File: src/rtl/usb_ls_rx_decoder.sv
// Low-speed USB receive front end: pad synchronizer, bit-clock recovery,
// NRZI decode, sync detection, bit unstuffing and EOP/error signalling.
module usb_ls_rx_decoder #(
    parameter int CLKS_PER_BIT = 8,
    parameter int SAMPLE_PHASE = 3
) (
    input  logic       usbclk,
    input  logic       usbrst_n,
    input  logic       usb_dp,
    input  logic       usb_dm,
    output logic [1:0] line_state,
    output logic [7:0] rx_data,
    output logic       rx_valid,
    output logic       rx_active,
    output logic       rx_eop,
    output logic       rx_err
);
    localparam int CNT_W = (CLKS_PER_BIT > 1) ? $clog2(CLKS_PER_BIT) : 1;
    localparam logic [1:0] LS_J = 2'b10, LS_K = 2'b01, LS_SE0 = 2'b00, LS_SE1 = 2'b11;

    typedef enum logic [1:0] {IDLE, SYNC, DATA, WAIT_IDLE} state_e;

    state_e           state_q, state_d;
    logic [1:0]       meta_q, line_q, line_last_q;
    logic [CNT_W-1:0] cnt_q, cnt_d, idle_cnt_q, idle_cnt_d;
    logic [1:0]       prev_q, prev_d;
    logic [2:0]       zeros_q, zeros_d, ones_q, ones_d, bits_q, bits_d;
    logic [7:0]       shift_q, shift_d, data_q, data_d;
    logic             valid_q, valid_d, eop_q, eop_d, err_q, err_d;
    logic             sample, dbit;

    // Reload is keyed off the first sync stage so the counter reads 0 on the
    // very first cycle line_state shows the new level.
    always_comb begin
        if (meta_q != line_q)                             cnt_d = '0;
        else if (cnt_q == CNT_W'(CLKS_PER_BIT - 1))       cnt_d = '0;
        else                                              cnt_d = cnt_q + 1'b1;
    end

    assign sample = (cnt_q == CNT_W'(SAMPLE_PHASE));
    assign dbit   = (line_q == prev_q);

    always_comb begin
        state_d    = state_q;
        prev_d     = prev_q;
        zeros_d    = zeros_q;
        ones_d     = ones_q;
        bits_d     = bits_q;
        shift_d    = shift_q;
        data_d     = data_q;
        valid_d    = 1'b0;
        eop_d      = 1'b0;
        err_d      = 1'b0;
        idle_cnt_d = '0;
        case (state_q)
            IDLE: begin
                if (line_q == LS_K && line_last_q == LS_J) begin
                    state_d = SYNC;
                    prev_d  = LS_J;
                    zeros_d = 3'd0;
                end
            end
            SYNC: begin
                if (sample) begin
                    if (line_q == LS_SE0 || line_q == LS_SE1) begin
                        err_d   = 1'b1;
                        state_d = WAIT_IDLE;
                    end else begin
                        prev_d = line_q;
                        if (!dbit) begin
                            if (zeros_q != 3'd7) zeros_d = zeros_q + 3'd1;
                        end else if (zeros_q >= 3'd5) begin
                            state_d = DATA;
                            bits_d  = 3'd0;
                            ones_d  = 3'd0;
                        end else begin
                            err_d   = 1'b1;
                            state_d = WAIT_IDLE;
                        end
                    end
                end
            end
            DATA: begin
                if (sample) begin
                    if (line_q == LS_SE1) begin
                        err_d   = 1'b1;
                        state_d = WAIT_IDLE;
                    end else if (line_q == LS_SE0) begin
                        eop_d   = 1'b1;
                        err_d   = (bits_q != 3'd0);
                        state_d = WAIT_IDLE;
                    end else begin
                        prev_d = line_q;
                        if (ones_q == 3'd6) begin
                            // Stuff slot: a 0 is dropped, a 1 is a stuffing violation.
                            if (dbit) begin
                                err_d   = 1'b1;
                                state_d = WAIT_IDLE;
                            end else begin
                                ones_d = 3'd0;
                            end
                        end else begin
                            ones_d  = dbit ? ones_q + 3'd1 : 3'd0;
                            shift_d = {dbit, shift_q[7:1]};
                            bits_d  = bits_q + 3'd1;
                            if (bits_q == 3'd7) begin
                                data_d  = {dbit, shift_q[7:1]};
                                valid_d = 1'b1;
                            end
                        end
                    end
                end
            end
            WAIT_IDLE: begin
                if (line_q == LS_J) begin
                    if (idle_cnt_q == CNT_W'(CLKS_PER_BIT - 1)) state_d = IDLE;
                    else                                        idle_cnt_d = idle_cnt_q + 1'b1;
                end
            end
            default: state_d = IDLE;
        endcase
    end

    always_ff @(posedge usbclk or negedge usbrst_n) begin
        if (!usbrst_n) begin
            state_q     <= IDLE;
            meta_q      <= 2'b00;
            line_q      <= 2'b00;
            line_last_q <= 2'b00;
            cnt_q       <= '0;
            idle_cnt_q  <= '0;
            prev_q      <= 2'b00;
            zeros_q     <= 3'd0;
            ones_q      <= 3'd0;
            bits_q      <= 3'd0;
            shift_q     <= 8'h00;
            data_q      <= 8'h00;
            valid_q     <= 1'b0;
            eop_q       <= 1'b0;
            err_q       <= 1'b0;
        end else begin
            state_q     <= state_d;
            meta_q      <= {usb_dm, usb_dp};
            line_q      <= meta_q;
            line_last_q <= line_q;
            cnt_q       <= cnt_d;
            idle_cnt_q  <= idle_cnt_d;
            prev_q      <= prev_d;
            zeros_q     <= zeros_d;
            ones_q      <= ones_d;
            bits_q      <= bits_d;
            shift_q     <= shift_d;
            data_q      <= data_d;
            valid_q     <= valid_d;
            eop_q       <= eop_d;
            err_q       <= err_d;
        end
    end

    assign line_state = line_q;
    assign rx_data    = data_q;
    assign rx_valid   = valid_q;
    assign rx_eop     = eop_q;
    assign rx_err     = err_q;
    assign rx_active  = (state_q == DATA);

endmodule
File: config.mk
export PLATFORM = sky130hd
export DESIGN_NAME = usb_ls_rx_decoder
export DESIGN_NICKNAME = d
export VERILOG_FILES = /design/src/rtl/usb_ls_rx_decoder.sv
export SDC_FILE = /design/constraint.sdc
export NUM_CORES = 1
export LEC_CHECK = 0
export BUFFER_PORTS_ARGS = -buffer_cell sky130_fd_sc_hd__clkbuf_2
export CORE_ASPECT_RATIO = 0.7
export CORE_MARGIN = 8
export CORE_UTILIZATION = 58
export CTS_BUF_LIST = sky130_fd_sc_hd__clkbuf_16
export DETAILED_ROUTE_END_ITERATION = 8
export PLACE_DENSITY = 0.78
export SETUP_SLACK_MARGIN = 0.02
export SLEW_MARGIN = 20
export SYNTH_ARGS = -nofsm -noshare
export SYNTH_HDL_FRONTEND = slang
export SYNTH_SLANG_ARGS = --single-unit
File: constraint.sdc
create_clock -name usbclk -period 2.3 [get_ports usbclk]
set_clock_uncertainty 0.1 [all_clocks]
set_input_delay 0.115 -clock usbclk [delete_from_list [all_inputs] [get_ports usbclk]]
set_output_delay 0.115 -clock usbclk [all_outputs]
set_load 0.01 [all_outputs]
---- After elaboration in Yosys (flattened, before gate mapping) ----
Cells that the tools add are included.
storage, ports and cells
  flip-flop bits (word level) ............. 44
  output and inout bits ................... 14
  word-level logic and storage cells ...... 138
cells by class
  $add $sub $neg .......................... 5
  $lt $le $gt $ge ......................... 1
  equality and inequality tests ........... 32
  multiplexer cells ....................... 67
  bitwise gates (word level) .............. 3
  reductions and logical operators ........ 15
operator list
  cell                 number
  $mux 3               24
  $mux 2               17
  $ne 2x2->1 const B   12
  $mux 1               20
  $pmux 3 s2           3
  $reduce_and 9->1     2
  $add 3x1->3 const B  5
  $eq 3x3->1 const B   4
  $reduce_and 6->1     2
  $eq 2x2->1 const B   5
  $ne 3x3->1 const B   3
  $ne 4x1->1 const B   2
  $pmux 2 s4           1
  $reduce_and 8->1     1
  $reduce_and 7->1     1
  $pmux 2 s3           1
  $reduce_bool 3->1    2
  $reduce_and 5->1     1
  $eq 2x1->1 const B   2
  $logic_not 2->1      2
  $reduce_bool 2->1    2
  $eq 3x2->1 const B   1
  $ge 3x3->1 const B   1
  $not 1->1            3
  6 further kinds      6

---- Depth between registers and ports, before layout ----
  word-level depth ........................ 7
  mapped depth ............................ 7
  gate-level depth less buffers ........... 7

---- Worst setup path after synthesis ----
No wires, ideal clock.
  path type ............................... flip-flop to flip-flop
  from .................................... reg line_q[0], in the netlist line_state[0]
  to ...................................... reg prev_q[1]
  setup time .............................. 0.127 ns
  arrival time ............................ 1.794 ns
  required time ........................... 2.073 ns
  path slack .............................. 0.279 ns
  cell stages (with the launch flop) ...... 7
  path buffers ............................ 0
  period minus slack after synthesis ...... 2.021 ns
  cells stage by stage .................... dfrtp_1 > inv_1 > ha_1 > nor3b_2 > o2bb2ai_1 > a211o_1 > mux2_1
on the way
  cells in the longest elaborated chain, start to end .. 4
  elaborated cells on any way between the ends .. 10
  those cells by class .................... eq/ne (6); reduce/logical (4)
ends and longest elaborated chain
  element                                                RTL line  source
  from (decl)                                            24        logic [1:0] meta_q, line_q, line_last_q;
  from (signal assigned)                                 144       line_q <= meta_q;
  $eq 2x2->1 (tied with other cells)                     65, 85
  $logic_or 1x1->1 or $logic_and 1x1->1 (tied branches)  65, 57
  $ne 2x2->1 (no line)                                   n/a
  $reduce_and 7->1 (no line) *                           n/a
  to (signal assigned)                                   148       prev_q <= prev_d;
  to (decl)                                              26        logic [1:0] prev_q, prev_d;
Every way passes the cells marked *; elsewhere a longest branch is shown, timed or not.
A chain may end at the register's enable or synchronous reset.

---- Worst setup path after layout ----
  from .................................... reg line_q[1], in the netlist line_state[1]
  to ...................................... reg ones_q[0]
on the way
  cells in the longest elaborated chain, start to end .. 7
  elaborated cells on any way between the ends .. 16
  those cells by class .................... eq/ne (7); mux (6); reduce/logical (3)
ends and longest elaborated chain
  element               RTL line  source
  $eq 2x2->1            41        assign dbit = (line_q == prev_q);
  $mux 3                103       ones_d = dbit ? ones_q + 3'd1 : 3'd0;
  $mux 3                94        if (ones_q == 3'd6) begin
  $mux 3                88        end else if (line_q == LS_SE0) begin
  $mux 3                85        if (line_q == LS_SE1) begin
  $mux 3                84        if (sample) begin
  $pmux 3 s2            55        case (state_q)
  to (signal assigned)  150       ones_q <= ones_d;
  to (decl)             27        logic [2:0] zeros_q, zeros_d, ones_q, ones_d, bits_q, bits_d;
Parallel ways exist; a longest one is shown, timed or not. The select of a mux whose other input is x is not followed.

==> summary.md <==
| Metric | Value |
|---|---|
| Most used DFF post-synth | dfrtp_1 |
| Worst path slowest cell | dfrtp_2 |
| CTS tree | yes |
| Die W | 88.4 µm |
| Arrival time at the worst endpoint | between 2 and 2.5 ns |
| Vias/cell | 5.58 |
| Die Y | 66.7 µm |
| Share of synthesized registers carrying an async set or reset | 100% |
| WP depth | 6 |
| #FFs+latches synth | 43 |
| Min-delay worst type | flop to flop |
| Global router's overall resource usage | 16.3% |
| Post-synthesis sequential area ratio | 50.6% |
| WHS Path Cells | 0 |
| Psw | 833 µW |
| Clock power share | 30.5% |
| Avg Cell Area, Syn | around 11 µm² |
| Crit path max-delay family | compound AO/OA/AOI/OAI gates |
| Worst Path Max Fanout | 7 |
| Clock slew at reported path FFs | 0.05 ns |
| CP startpoint kind | flop |
| Post-synthesis cell type count | 44 |
| Most common cell after layout, fill and taps aside | nand2_1 |
| DRT Wirelength | 4340 µm |
| PD cells | around 1000 nW/µm² |
| DRC | 0 |
| CTS Root Cell | clkbuf_16 |
| Final Setup Violations | 0 |
| Peak VDD IR | 665 µV |
| Switching Share | between 30% and 40% |
| Synthesis Warnings | 0 |
| Cell Chain, Critical Path | inv_1 -> ha_1 -> o311ai_0 -> o32a_1 -> o21ai_0 -> o41ai_1 |
| CP bufs+invs | 1 |
| Worst r2r path cells | 6 |
| Maxcap violations | 0 |
| CTS Buffer Depth | 2 |
| CP max stage delay | 0.44 ns |
| Slew margin rel. | 63.8% |
| Final TNS setup | 0 ns |
| First-pass detailed-route iteration total | 4 |
| Port bufs | 17 |
| Post-Synthesis Cells | 196 |
| Slew Limit Fails | 0 |
| Placed Area | between 2000 and 2500 µm² |
| Global-route wire length before repair | ~7400 µm |
| DR iter-0 viols | roughly 150 |
| Largest net degree at the start of global routing | between 40 and 50 |
| Minimum clock period | between 2 and 2.5 ns |
| Post-DP HPWL | roughly 3200 µm |
| Cell taking the most area after synthesis | dfrtp_1 |
| Share of the synthesized area in the top cell type | between 50% and 60% |
| Fmax | 463 MHz |
| # diodes | 0 |
| Antenna Violating Nets Remaining | 0 |
| Placer Congestion | approximately 0.87 |
| Share of cells above drive strength 1 | 17.4% |
| Leak Pwr | 0.00130 µW |
| Rows | 18 |
| Crit path kind | flop to flop |
| H-tree levels | 2 |
| Most frequent cells in the layout | 44 x nand2_1, 41 x dfrtp_1, 22 x ha_1 |
| Antenna violations before repair | 0 |
| Unrepaired setup endpoints after global routing | false |
| Worst skew pair latency | 0.28 ns |
| Final hold violation count | 0 |
| Via count | 1529 |
| Starting density of the core | roughly three fifths |
| Comb pwr share | 33.0% |
| Finished layout cell area | roughly 2500 µm² |
| Syn-to-layout area delta | 16.6% |
| Outcome | completed |
| Number of buffers created by CTS | 5 |
| Mapped Nets | 222 |
| I/O Pins | 18 |
| Vias in the first global route | between 1500 and 2000 |
| Synthesized area | 2130 µm² |
| Core ar. | 3510 µm² |
| CP required | approximately 2.3 ns |
| Clock sink total | 43 |
| DR WL/cell | ~16 µm |
| Die area | 5890 µm² |
| Worst setup EP type | flop |
| Sequential Power Share | 36.5% |
| Internal Power | approximately 1700 µW |
| Number of synthesized flops with an enable pin | 0 |
| Slew of the pin with the lowest slew margin | 0.537 ns |
| Final period util | 93.9% |
| # nets final | 249 |
| Overflow after GRT | 0 |
| Synth top area cells | dfrtp_1 51%, ha_1 13%, nand2_1 7.8% |
state kept, by name (all words and copies together) (netlist names):
signal       count
shift_q          7
rx_err           1
line_last_q      2
state_q          2
rx_eop           1
prev_q           2
rx_valid         1
bits_q           3
cnt_q            3
idle_cnt_q       3
line_state       2
meta_q           2
ones_q           3
rx_data          8
zeros_q          3
what timing repair did:
item	CTS	global route
endpoints found under the setup margin	0	14
gates resized for setup	0	3
endpoints found under the hold margin	45	0
setup buffers	0	0
hold buffers	3	0
cell type report:
cell class | count | area [µm²]
sequential | 43 | 1080
fill | 262 | 1030
multi-input combinational | 133 | 976
timing repair buffer | 23 | 138
clock buffer | 5 | 125
inverter | 17 | 63.8
tap | 50 | 62.6
clock inverter | 3 | 38.8
cells by family (layout without fill, tap and decap cells):
family,after synthesis,in the layout,share of synthesized area [%]
simple gates,65,65,13.7
flops,43,43,50.6
compound gates,28,28,10.1
fa+ha+maj,22,22,12.9
buf+inv,20,48,3.88
mux,14,14,7.23
xor+xnor,4,4,1.65
per-layer routing:
metal	track usage, %	vias to the layer above	share of wire (%)
met1	19.9	746	44
met4	4.19	0	0.71
li1	-	721	-
met3	4.91	6	6.7
met2	27.4	56	48
met5	0	-	0
worst reg2reg max path: cells and delay by family (launching register included):
kind,cells,cell delay (ns)
adder cells (fa/ha/maj),1,0.40
AO/OA/AOI/OAI,4,0.98
buffers and inverters,1,0.11
flip-flops,1,0.44
path summary, 6_finish.rpt:
path                                              start                      end  slack (ns)
worst max-delay path            line_state[1]$_DFF_PN0_    ones_q[0]$_DFFE_PN0P_        0.14
min in group asynchronous                      usbrst_n  line_state[0]$_DFF_PN0_        0.34
worst min-delay path                meta_q[0]$_DFF_PN0_  line_state[0]$_DFF_PN0_        0.30
worst min register to register      meta_q[0]$_DFF_PN0_  line_state[0]$_DFF_PN0_        0.30
max in group asynchronous                      usbrst_n  line_state[1]$_DFF_PN0_        1.39
worst max register to register  line_state[1]$_DFF_PN0_    ones_q[0]$_DFFE_PN0P_        0.14
power by group through the flow:
| stage | clock [µW] | sequential (µW) | combinational (µW) |
|---|---|---|---|
| floorplan | 0 | 908 | 624 |
| global placement | 0 | 919 | 757 |
| detailed placement | 0 | 927 | 804 |
| CTS | 779 | 915 | 818 |
| global route | 817 | 929 | 919 |
| finish | 767 | 918 | 830 |
stage by stage:
stage / power (µW) / std cells / hold WS (ns) / utilization (%) / worst slack [ns]
CTS: 2510 / 274 / 0.310 / 70.4 / 0.0899
detailed placement: 1730 / 263 / 0.112 / 64.9 / 0.134
finish: 2520 / 274 / 0.302 / 70.7 / 0.141
global placement: 1680 / 263 / 0.102 / 64.9 / 0.254
global route: 2660 / 274 / 0.314 / 70.7 / 0.0747
floorplan: 1530 / 196 / -0.281 / - / 0.279
synthesized netlist by cell type (3+ instances only):
cell      n
nand2_1  44
nor2_1    4
ha_1     22
mux2i_1   6
o21ai_0   4
inv_1    16
and3_1    4
mux2_2    6
a31oi_1   3
dfrtp_1  43
No activity file was read; power rests on OpenSTA's default activity.
